$ cat config.mk
export PLATFORM = sky130hd
export DESIGN_NAME = pc_sequencer
export DESIGN_NICKNAME = d
export VERILOG_FILES = /design/src/rtl/pc_sequencer.sv
export SDC_FILE = /design/constraint.sdc
export NUM_CORES = 1
export LEC_CHECK = 0
export BUFFER_PORTS_ARGS = -buffer_cell sky130_fd_sc_hd__buf_2
export CAP_MARGIN = 10
export CORE_UTILIZATION = 35
export CTS_BUF_LIST = sky130_fd_sc_hd__clkbuf_2
export DETAILED_ROUTE_END_ITERATION = 8
export PLACE_DENSITY = 0.63
export SYNTH_ARGS = -nofsm -noshare
export SYNTH_HDL_FRONTEND = slang
export SYNTH_SLANG_ARGS = --single-unit
$ cat constraint.sdc
create_clock -name clk -period 9.88 [get_ports clk]
set_clock_uncertainty 0.1 [all_clocks]
set_input_delay 1.976 -clock clk [delete_from_list [all_inputs] [get_ports clk]]
set_output_delay 1.976 -clock clk [all_outputs]
set_load 0.05 [all_outputs]
$ cat src/rtl/pc_sequencer.sv
// Fetch-stage program counter with exception capture and a circular return-address stack.
// Next PC priority: exception, stall, redirect, RAS pop, sequential increment.
module pc_sequencer #(
    parameter int               WIDTH        = 32,
    parameter logic [WIDTH-1:0] RESET_VECTOR = '0,
    parameter logic [WIDTH-1:0] EXC_VECTOR   = 32'h8000_0180,
    parameter int               INC          = 4,
    parameter int               RAS_DEPTH    = 4
) (
    input  logic                         clk,
    input  logic                         reset,
    input  logic                         write,
    input  logic                         exc,
    input  logic                         redirect,
    input  logic [WIDTH-1:0]             redirect_target,
    input  logic                         push,
    input  logic                         pop,
    output logic [WIDTH-1:0]             result,
    output logic [WIDTH-1:0]             pc_plus,
    output logic [WIDTH-1:0]             epc,
    output logic [WIDTH-1:0]             ras_top,
    output logic [$clog2(RAS_DEPTH):0]   ras_count,
    output logic                         ras_underflow,
    output logic                         ras_overflow
);

    localparam int PW = $clog2(RAS_DEPTH);
    localparam int CW = PW + 1;

    logic [WIDTH-1:0] result_q, result_d;
    logic [WIDTH-1:0] epc_q, epc_d;
    logic [PW-1:0]    ptr_q, ptr_d;
    logic [CW-1:0]    count_q, count_d;
    logic [WIDTH-1:0] entries_q [RAS_DEPTH];
    logic [WIDTH-1:0] entries_d [RAS_DEPTH];
    logic             uf_q, uf_d;
    logic             of_q, of_d;

    logic             empty;
    logic             full;
    logic [PW-1:0]    top_idx;

    // ptr_q is the next free slot; the top entry sits one below it (mod depth).
    assign pc_plus = result_q + WIDTH'(INC);
    assign empty   = (count_q == '0);
    assign full    = (count_q == CW'(RAS_DEPTH));
    assign top_idx = ptr_q - 1'b1;

    always_comb begin
        result_d  = result_q;
        epc_d     = epc_q;
        ptr_d     = ptr_q;
        count_d   = count_q;
        entries_d = entries_q;
        uf_d      = 1'b0;
        of_d      = 1'b0;

        if (exc) begin
            result_d = EXC_VECTOR;
            epc_d    = result_q;
        end else if (write) begin
            if (redirect) begin
                result_d = redirect_target;
            end else if (pop && !empty) begin
                result_d = entries_q[top_idx];
            end else begin
                result_d = pc_plus;
            end

            if (push && pop && !empty) begin
                entries_d[top_idx] = pc_plus;
            end else if (push) begin
                // When full the write lands on the oldest slot, overwriting it.
                entries_d[ptr_q] = pc_plus;
                ptr_d            = ptr_q + 1'b1;
                uf_d             = pop;
                if (full) begin
                    of_d = 1'b1;
                end else begin
                    count_d = count_q + 1'b1;
                end
            end else if (pop) begin
                if (empty) begin
                    uf_d = 1'b1;
                end else begin
                    ptr_d   = top_idx;
                    count_d = count_q - 1'b1;
                end
            end
        end
    end

    always_ff @(posedge clk or posedge reset) begin
        if (reset) begin
            result_q <= RESET_VECTOR;
            epc_q    <= '0;
            ptr_q    <= '0;
            count_q  <= '0;
            uf_q     <= 1'b0;
            of_q     <= 1'b0;
            for (int i = 0; i < RAS_DEPTH; i++) begin
                entries_q[i] <= '0;
            end
        end else begin
            result_q  <= result_d;
            epc_q     <= epc_d;
            ptr_q     <= ptr_d;
            count_q   <= count_d;
            uf_q      <= uf_d;
            of_q      <= of_d;
            entries_q <= entries_d;
        end
    end

    assign result        = result_q;
    assign epc           = epc_q;
    assign ras_top       = empty ? '0 : entries_q[top_idx];
    assign ras_count     = count_q;
    assign ras_underflow = uf_q;
    assign ras_overflow  = of_q;

endmodule

# Word-level counts from Yosys, hierarchy flattened
# Index checks and enable logic that the tools add are counted.
totals:
  register_bits: 199
  inputBits: 39
  out_inout_bits: 133
op_classes:
  n_addsub: 5
  magnitude_cmp: 4
  n_eq_ne: 3
  muxes: 34
  bitwise: 4
  reduce_logical: 13
ops:
  columns: ["op", "n"]
  rows:
  - ["two-way mux 32 bit", 9]
  - ["bitwise mux 128 bit", 2]
  - ["two-way mux 128 bit", 2]
  - ["demux 32 bit (select 2 bit)", 2]
  - ["binary-select mux 32 bit (select 2 bit)", 1]
  - ["adder 32 x 3 -> 32 bit (second input constant)", 1]
  - ["two-way mux 3 bit", 4]
  - ["two-way mux 1 bit", 11]
  - [">= comparator 3 bit (second input constant)", 2]
  - ["less-than comparator 3 x 1 -> 1 bit (second input constant)", 2]
  - ["two-way mux 2 bit", 3]
  - ["inverter 2 -> 3 bit", 2]
  - ["AND reduction 6 bit", 1]
  - ["nonzero test 2 bit", 3]
  - ["logical AND 1 bit", 5]
  - ["AND reduction 5 bit", 1]
  - ["!= test 2 bit (second input constant)", 2]
  - ["adder 3 x 1 -> 3 bit (second input constant)", 1]
  - ["== test 3 bit (second input constant)", 1]
  - ["zero test 3 bit", 1]
  - ["AND reduction 3 bit", 1]
  - ["subtractor 3 x 1 -> 3 bit (second input constant)", 1]
  - ["adder 2 x 1 -> 2 bit (second input constant)", 1]
  - ["inverter 1 bit", 2]
  - ["other kinds (2)", 2]

# Logic depth before layout (Yosys ltp)
# Gate-level depths: netlist of run 1.
depth:
  depth_word: 9
  mapped_depth: 12
  depth_no_buf: 7

# Worst setup path after synthesis of run 1
# No wires, ideal clock.
synth_timing:
  kind: "register -> output"
  startpoint: "reg ptr_q[0]"
  endpoint: "out ras_top[4]"
  t_arrival_ns: 3.281
  required_ns: 7.804
  setup_slack_ns: 4.523
  stages_incl_launch_ff: 11
  path_cell_list: "dfrtp_1 -> buf_2 -> buf_4 -> buf_2 -> inv_1 -> ha_1 -> clkbuf_1 -> buf_2 -> clkbuf_1 -> mux4_2 -> nor2b_1"
synth_between:
  elab_chain_cells: 6
synth_lines:
  columns: ["item", "line", "source"]
  rows:
  - ["from (decl)", "32", "logic [PW-1:0] ptr_q, ptr_d;"]
  - ["from (signal assigned)", "107", "ptr_q <= ptr_d;"]
  - ["subtractor 2 x 1 -> 2 bit", "47", "assign top_idx = ptr_q - 1'b1;"]
  - ["via top_idx[0]", "41", "logic [PW-1:0] top_idx;"]
  - ["inverter 2 -> 3 bit (implied by the code)", "117", "assign ras_top = empty ? '0 : entries_q[top_idx];"]
  - ["binary-select mux 32 bit (select 2 bit)", "117", null]
  - ["two-way mux 32 bit (implied by the code) (2 in series)", "117", null]
  - ["two-way mux 32 bit", "117", null]
  - ["to (decl)", "21", "output logic [WIDTH-1:0] ras_top,"]
# The timed path passes the listed nets, and every way through them passes these cells. The select of a mux whose other input is x is not followed.

# Final worst setup path of run 1
layout_timing:
  startpoint: "reg result_q[2], in the netlist result[2]"
  endpoint: "out pc_plus[18]"
layout_between:
  elab_chain_cells: 1
layout_lines:
  columns: ["item", "line", "source"]
  rows:
  - ["from (decl)", "30", "logic [WIDTH-1:0] result_q, result_d;"]
  - ["from (signal assigned)", "105", "result_q <= result_d;"]
  - ["adder 32 x 3 -> 32 bit", "44", "assign pc_plus = result_q + WIDTH'(INC);"]
  - ["to (decl)", "19", "output logic [WIDTH-1:0] pc_plus,"]
# Every way passes these cells.

==> results.ini, run 1 <==
[synth]
syn_nets = 997
synth_edf_count = 0
async_flop_share_pct = 100
synthAdderAreaFrac_pct = 0.963
ys_warn_count = 0
synth_top_family_by_area = simple AND/OR/NAND/NOR gates
synthMuxAreaShare_pct = 12.5
synth.top_cell.area_share_pct = 50.4
synth_simple_gate_area_share_pct = 14.5
ys_types = 63
ys_dominant_reg_cell = dfrtp_1
ys_ff_latch = 199
syn_inst = 951
synth_xor_area_share_pct = 2.48
synth_commonest_cells = dfrtp_1 (199), a21oi_1 (141), nor2_1 (140), mux2_2 (45), inv_1 (44)
ys_top_cells_by_area = dfrtp_1 (50%), mux4_2 (7.3%), a21oi_1 (7.1%), nor2_1 (5.3%), mux2_2 (5.1%)
syn-mean-instance-area_sq_um = 10.4
yosysMostFrequentCell = dfrtp_1
yosysSeqAreaShare_pct = 50.4
synth_compound_area_share_pct = 14.2
syn_area_sq_mm = 0.00987
yosysTopAreaCell = dfrtp_1

[worst_setup_path]
cp-end-kind = primary output
cp.required_ps = 7800
worstSetupStartpointType = flip-flop
critPathBufInv = 2
regToRegSetupSlack_ps = 6860
r2r_end = result[26]$_DFFE_PP0P_
arrival_ps = 3580
r2r-start = ptr_q[1]$_DFFE_PP0P_
cp_max_fo = 11
worstSetupPathType = reg -> out
cpLargestDelayFamily = simple AND/OR/NAND/NOR gates
crit_path_top_delay_cell = dfrtp_1
worst-r2r-cell-count = 7
crit_chain = ha_1 -> nand3_1 -> nor4_2 -> nand4_1 -> xnor2_1 -> inv_1 -> buf_2
slowest_delay_ps = 680

[drt]
drc = 0
dr.pass1.iters = 5
drt_wl_total_microns = 28700
ant_nets = 0
routed_via_density = 5.37
vias = 7931
routedWlPerCell_microns = 19.4
drtIter0Drc = 644

[min_path]
hold_depth = 1
holdPathEnd = epc[31]$_DFFE_PP0P_
min-delay-start = epc[31]$_DFFE_PP0P_
hold_class = reg -> reg

[place]
place_inst = 1445
dp_hpwl_microns = 20200
port_buffers = 171
place.gp.congestion = 0.913

[clock_tree]
clkSlewWorstSetupHoldPaths_ps = 260
cts-htree-levels = 4
clkLatencyLatePin_ps = 820
cts_resized = 0
cts_tree = done
cts_buffers = 17
cts_sinks = 199
cts_root_buf = clkbuf_2
post_cts.repair.setup_buffers = 0
clk_path_buf_depth = 2
cts_hold_buf = 0

[finish]
final_layout_size_suffix_gt1_share_pct = 28.5
area_delta_synth_final_pct = 14.2
multi_input_area_sq_mm = 0.00446
seq_area_sq_mm = 0.00498
n_fill_cell = 2796
nets = 1132
final_cells = 1478

[pwr]
p_leak_nw = 5.22
vdd.ir_drop.worst_mv = 0.292
powerDensity_mw_per_mm2 = 351

[sta]
setup_tns_ps = 0
final-hold-violation-count = 0
fin_crit_sh_pct = 57.2
drv_slew = 0
finalSetupViolations = 0
fmax_mhz = 177
worst_pin_slew_ps = 1020
layout_min_cycle_time_ps = 5660
rsz0062_at_grt = false
relSlewSlack_pct = 31.9

[die]
die_h_microns = 170
start_util_pct = 35.5
die_w_microns = 170
fp-row-count = 61
coreArea_sq_mm = 0.0278
io_pins = 172
die-area_sq_mm = 0.0289

[global_routing]
grtUsageTotal_pct = 20.2
grt_pass1_wl_microns = 43800
grt_pass1_vias = 7287
antenna_found_initial = 1
grt-ovfl-total = 0
grt_max_degree = 131

[outcome]
status = completed

[run]
cap_violations = 0

==> cell type report <==
class	count	share of cell area, %
diodes	2	0.0444
flip-flops and latches	199	44.2
clock buffers	18	0.799
clock inverters	13	1.09
inverters	44	1.53
multi-input cells	638	39.6
repair buffers	186	8.59
well taps	378	4.20
==> metrics by stage <==
step | setup slack [ps] | hold slack, ps | total power [W] | cell area, sq um | utilization (%)
floorplan | 2380 | 375 | 0.00301 | 9870 | -
global placement | 5020 | 384 | 0.00357 | 11100 | 39.8
detailed placement | 4990 | 391 | 0.00359 | 11100 | 39.8
CTS | 4220 | 443 | 0.00397 | 11300 | 40.6
global route | 4010 | 454 | 0.00417 | 11300 | 40.6
finish | 4220 | 437 | 0.00396 | 11300 | 40.6
==> registers in the layout, indices dropped and copies added, names as in the netlist <==
signal and count:
entries_q 128, epc 32, ptr_q 2, ras_count 3, ras_overflow 1, ras_underflow 1, result 32
==> layout by cell type (no fill, tap or decap), types with 4 or more instances in the layout <==
cell        synthesis  layout
dfrtp_1           199     198
buf_2              27     171
nor2_1            140     140
a21oi_1           141     138
mux2_2             45      45
nand2_1            43      43
inv_1              44      43
nor2b_1            33      33
mux4_2             32      32
o21ai_0            26      26
xnor2_1            18      18
clkbuf_2            0      18
nand3_1            15      15
buf_4               5      15
xor2_1             10      10
nand4_1            10      10
and3_1              8       8
nor3_1              9       8
nor4_1              8       8
a221oi_1            7       7
ha_1                6       6
a221o_1             5       5
o22ai_1             5       5
o31a_1              4       4
a21oi_4             0       4
and4_1              4       4
o21a_1              4       4
a21o_1              4       4
clkinvlp_4          0       4
==> per-layer routing <==
metal,wire length [microns],GRT usage (%),vias up
li1,-,-,3632
met2,13400,31.6,307
met1,12900,28.0,3959
met3,1930,3.95,33
met5,0,0,-
met4,563,6.23,0
==> where the power goes <==
part | total [W] | switching (W) | leakage, nW | internal, W
registers | 0.00131 | 0.000204 | 2.45 | 0.00111
clock network | 0.000381 | 0.000288 | 0.121 | 0.0000935
logic | 0.00226 | 0.00155 | 2.65 | 0.000716
==> worst max path at each step <==
stage	startpoint	to	slack, ps	cells past startpoint
2_1_floorplan	reset	entries_q[0]$_DFFE_PP0P_	2380	1
3_3_place_gp	exc	entries_q[67]$_DFFE_PP0P_	5020	8
3_5_place_dp	exc	entries_q[64]$_DFFE_PP0P_	4990	8
4_1_cts	result[16]$_DFFE_PP0P_	pc_plus[31]	4220	6
5_1_grt	result[2]$_DFFE_PP0P_	pc_plus[23]	4010	6
6_report	result[2]$_DFFE_PP0P_	pc_plus[18]	4220	7
==> cell families (layout without fill, tap and decap cells) <==
logic type	Yosys count	after routing
xor gates and xnor gates	28	28
DFF	199	199
AOI/OAI and AO/OA	234	234
muxes	78	78
adders and majority gates	7	7
other	0	2
and+or+nand+nor	291	291
buffers and inverters	114	261
Note: power is estimated with default switching activity, not from simulation.
==> run 2, diff against run 1 <==
- clock period: 9.88 -> 5.35 ns (I/O delays scaled with it)
==> results.ini, run 2 (same netlist as run 1, synthesis figures left out) <==
[sta]
final-hold-violation-count = 0
finalSetupViolations = 0
drv_slew = 0
fin_crit_sh_pct = 86.7
setup_tns_ps = 0
fmax_mhz = 216
relSlewSlack_pct = 38.4
layout_min_cycle_time_ps = 4640
rsz0062_at_grt = false
worst_pin_slew_ps = 921

[worst_setup_path]
regToRegSetupSlack_ps = 2460
crit_path_top_delay_cell = dfrtp_1
worst-r2r-cell-count = 6
cpLargestDelayFamily = simple AND/OR/NAND/NOR gates
cp-end-kind = primary output
cp.required_ps = 4180
worstSetupStartpointType = flip-flop
r2r_end = result[18]$_DFFE_PP0P_
crit_chain = nand4_1 -> nor4_4 -> nand4_1 -> xnor2_1 -> inv_1 -> buf_2
arrival_ps = 3470
r2r-start = ras_count[1]$_DFFE_PP0P_
worstSetupPathType = reg -> out
cpMostUsedCell = nand4_1
slowest_delay_ps = 630
cp_max_fo = 11
critPathBufInv = 2

[clock_tree]
cts_root_buf = clkbuf_2
clk_path_buf_depth = 2
clkLatencyLatePin_ps = 780
cts_resized = 0
cts_tree = done
cts_sinks = 199
cts_buffers = 17
clkSlewWorstSetupHoldPaths_ps = 290
post_cts.repair.setup_buffers = 0
cts_hold_buf = 0
cts-htree-levels = 4

[pwr]
p_leak_nw = 5.25
vdd.ir_drop.worst_mv = 0.495
powerDensity_mw_per_mm2 = 648
power.total_w = 0.00735

[place]
port_buffers = 171
place.gp.congestion = 0.924
dp_hpwl_microns = 20500

[finish]
largest_register_ffs = 128
nets = 1134
largest-register = entries_q
layout_common_cells = dfrtp_1 (198), buf_2 (171), nor2_1 (140), a21oi_1 (138), mux2_2 (45)
layout_commonest_cell = dfrtp_1
area_delta_synth_final_pct = 14.9
final_layout_size_suffix_gt1_share_pct = 28.7

[die]
start_util_pct = 35.5
io_pins = 172
die_w_microns = 170
coreArea_sq_mm = 0.0278
die_h_microns = 170
die-area_sq_mm = 0.0289
fp-row-count = 61

[global_routing]
grt_pass1_vias = 7501
grtUsageTotal_pct = 20.3
grt-ovfl-total = 0
grt_max_degree = 122
antenna_found_initial = 2
grt_pass1_wl_microns = 44000

[drt]
routedWlPerCell_microns = 19.3
drtIter0Drc = 600
drc = 0
drt_wl_total_microns = 28600
routed_via_density = 5.36
vias = 7929
ant_nets = 0
dr.pass1.iters = 6

[min_path]
hold_class = in -> async

[outcome]
status = completed

[run]
cap_violations = 0

==> run 2: cell count changes in the layout (fill, tap and decap cells not counted), sizes merged <==
cell      delta
clkbuf       -1
inv          +2
clkinv       +1
clkinvlp     -2
buf          +2
==> run 2: final cells by class <==
cell class              instances  area [sq um]
repair buffers                188          1030
flip-flops and latches        199          4980
clock buffers                  17          85.1
inverters                      44           169
clock inverters                14           140
multi-input cells             638          4460
fillers                      2774         16400
well taps                     378           473
diodes                          2          5.00
==> run 2: worst max-delay path by stage <==
stage / start / cells past startpoint / end / slack [ps]
floorplan: ptr_q[0]$_DFFE_PP0P_ / 10 / ras_top[4] / 900
global placement: result[16]$_DFFE_PP0P_ / 6 / pc_plus[31] / 1690
detailed placement: result[16]$_DFFE_PP0P_ / 6 / pc_plus[31] / 1620
CTS: result[16]$_DFFE_PP0P_ / 6 / pc_plus[31] / 670
global route: result[16]$_DFFE_PP0P_ / 6 / pc_plus[31] / 370
finish: result[16]$_DFFE_PP0P_ / 6 / pc_plus[30] / 710
==> run 2: through the flow <==
step                      hold WS (ps)  cells  util, %  cell area, sq um  setup slack [ps]
after CTS                          188   1478     40.8             11300               672
final                              237   1480     40.8             11300               711
after detailed placement           390   1447     40.0             11100              1620
after floorplan                    375    951        -              9880               899
after global routing               195   1480     40.8             11300               372
after global placement             384   1447     40.0             11100              1690
==> run 2: report_power, final <==
part / total, W / internal, W / switching, W
registers: 0.00242 / 0.00205 / 0.000370
clock network: 0.000725 / 0.000181 / 0.000544
logic: 0.00420 / 0.00133 / 0.00288
total: 0.00735 / 0.00356 / 0.00379
==> run 2: per-layer routing <==
| metal | part of all wire, % | global-route usage, % | vias up | wire, microns |
|---|---|---|---|---|
| met4 | 2.6 | 7.83 | 0 | 745 |
| met2 | 48 | 32.4 | 317 | 13600 |
| met1 | 43 | 26.8 | 3949 | 12400 |
| met5 | 0 | 0 | - | 0 |
| met3 | 6.4 | 4.35 | 45 | 1830 |
| li1 | - | - | 3618 | - |
==> run 3, diff against run 2 <==
- BUFFER_PORTS_ARGS: -buffer_cell sky130_fd_sc_hd__buf_2 -> not set
- CTS_BUF_LIST: sky130_fd_sc_hd__clkbuf_2 -> sky130_fd_sc_hd__clkbuf_2 sky130_fd_sc_hd__clkbuf_4 sky130_fd_sc_hd__clkbuf_8
- DONT_BUFFER_PORTS: not set -> 1
- HOLD_SLACK_MARGIN: not set -> 0.02
- PLACE_DENSITY: 0.63 -> 0.58
==> results.ini, run 3 (same netlist as run 1, synthesis figures left out) <==
[place]
place.gp.congestion = 0.858
dpl-instance-area_sq_mm = 0.0105
dp_hpwl_microns = 20800
port_buffers = 0
place_inst = 1313

[pwr]
p_int_w = 0.00387
vdd.ir_drop.worst_mv = 0.329
power.switching_w = 0.00380
p_leak_nw = 4.70
powerDensity_mw_per_mm2 = 705
swShare_pct = 49.6
combinationalPowerShare_pct = 52.4
pwr-share-seq_pct = 35.3
clockPowerShare_pct = 12.3

[finish]
n_fill_cell = 2745
fin_area_sq_mm = 0.0109
largest-register = entries_q
final_cells = 1345
nets = 1000
layout_commonest_cell = dfrtp_1
layout_common_cells = dfrtp_1 (198), nor2_1 (140), a21oi_1 (138), buf_4 (52), mux2_2 (45)
largest_register_ffs = 128
n_antenna_cell = 0
area_delta_synth_final_pct = 10.2
final_layout_size_suffix_gt1_share_pct = 19.0

[drt]
drtIter0Drc = 721
dr.pass1.iters = 5
routed_via_density = 5.52
drc = 0
ant_nets = 0
vias = 7431
routedWlPerCell_microns = 21.7
drt_wl_total_microns = 29200

[die]
die_h_microns = 170
start_util_pct = 35.5
coreArea_sq_mm = 0.0278
die_w_microns = 170
die-area_sq_mm = 0.0289
fp-row-count = 61
io_pins = 172

[worst_setup_path]
slowest_delay_ps = 890
cp-end-kind = primary output
critPathBufInv = 1
cpLargestDelayFamily = simple AND/OR/NAND/NOR gates
crit_path_top_delay_cell = dfrtp_1
worstSetupPathType = reg -> out
cp_max_fo = 11
arrival_ps = 3510
cp.required_ps = 4180
cpMostUsedCell = nand4_1
crit_chain = nand4_1 -> nor4_4 -> nand4_1 -> xnor2_1 -> inv_1
worstSetupStartpointType = flip-flop

[outcome]
status = completed

[global_routing]
antenna_found_initial = 0
grt_max_degree = 122
grt_pass1_vias = 7040
grt_pass1_wl_microns = 43900
grt-ovfl-total = 0
grtUsageTotal_pct = 20.5

[min_path]
hold_class = reg -> reg

[sta]
layout_min_cycle_time_ps = 4680
final-hold-violation-count = 0
relSlewSlack_pct = 30.3
fmax_mhz = 214
worst_pin_slew_ps = 1040
drv_slew = 0
setup_tns_ps = 0
fin_crit_sh_pct = 87.5
rsz0062_at_grt = false
finalSetupViolations = 0

[clock_tree]
post_cts.repair.setup_buffers = 0
clk_path_buf_depth = 2
cts_sinks = 199
cts_buffers = 17
cts_tree = done
cts_hold_buf = 0
cts_root_buf = clkbuf_8
clkSlewWorstSetupHoldPaths_ps = 110
cts_resized = 0
cts-htree-levels = 4
clkLatencyLatePin_ps = 490

[run]
cap_violations = 0

run 3: per-layer routing:
| metal | wire [microns] | global-route usage [%] |
|---|---|---|
| met5 | 0 | 0 |
| met1 | 12600 | 27.3 |
| met2 | 14300 | 34.0 |
| met4 | 421 | 5.95 |
| met3 | 1940 | 3.79 |
run 3: cell type report:
class | instances | area, sq um | area share, %
Timing Repair Buffer | 54 | 430 | 3.96
Multi-Input combinational cell | 638 | 4460 | 41.0
Clock buffer | 19 | 249 | 2.29
Clock inverter | 13 | 120 | 1.10
Tap cell | 378 | 473 | 4.35
Inverter | 44 | 169 | 1.55
Sequential cell | 199 | 4980 | 45.8
run 3: stage by stage:
step	utilization [%]	hold WS, ps	power (W)	setup WS (ps)
final	39.2	412	0.00767	668
after CTS	39.2	416	0.00770	719
after detailed placement	37.8	393	0.00675	1270
after global placement	37.8	388	0.00671	1310
after floorplan	-	375	0.00556	899
after global routing	39.2	428	0.00806	464
run 3: final timing paths:
kind / start / to / slack [ps] / cells after the start
min: entries_q[65]$_DFFE_PP0P_ / entries_q[65]$_DFFE_PP0P_ / 410 / 1
min reg2reg: entries_q[65]$_DFFE_PP0P_ / entries_q[65]$_DFFE_PP0P_ / 410 / 1
max: result[16]$_DFFE_PP0P_ / pc_plus[30] / 670 / 5
min in group asynchronous: reset / entries_q[39]$_DFFE_PP0P_ / 510 / 2
max in group asynchronous: reset / epc[19]$_DFFE_PP0P_ / 3800 / 2
max reg2reg: ras_count[0]$_DFFE_PP0P_ / result[21]$_DFFE_PP0P_ / 2190 / 6
run 3: power by group through the flow:
stage / logic, W / clock network (W) / registers (W)
2_1_floorplan: 0.00295 / 0 / 0.00262
3_3_place_gp: 0.00399 / 0 / 0.00272
3_5_place_dp: 0.00401 / 0 / 0.00274
4_1_cts: 0.00403 / 0.000961 / 0.00271
5_1_grt: 0.00424 / 0.00102 / 0.00279
6_report: 0.00402 / 0.000943 / 0.00271
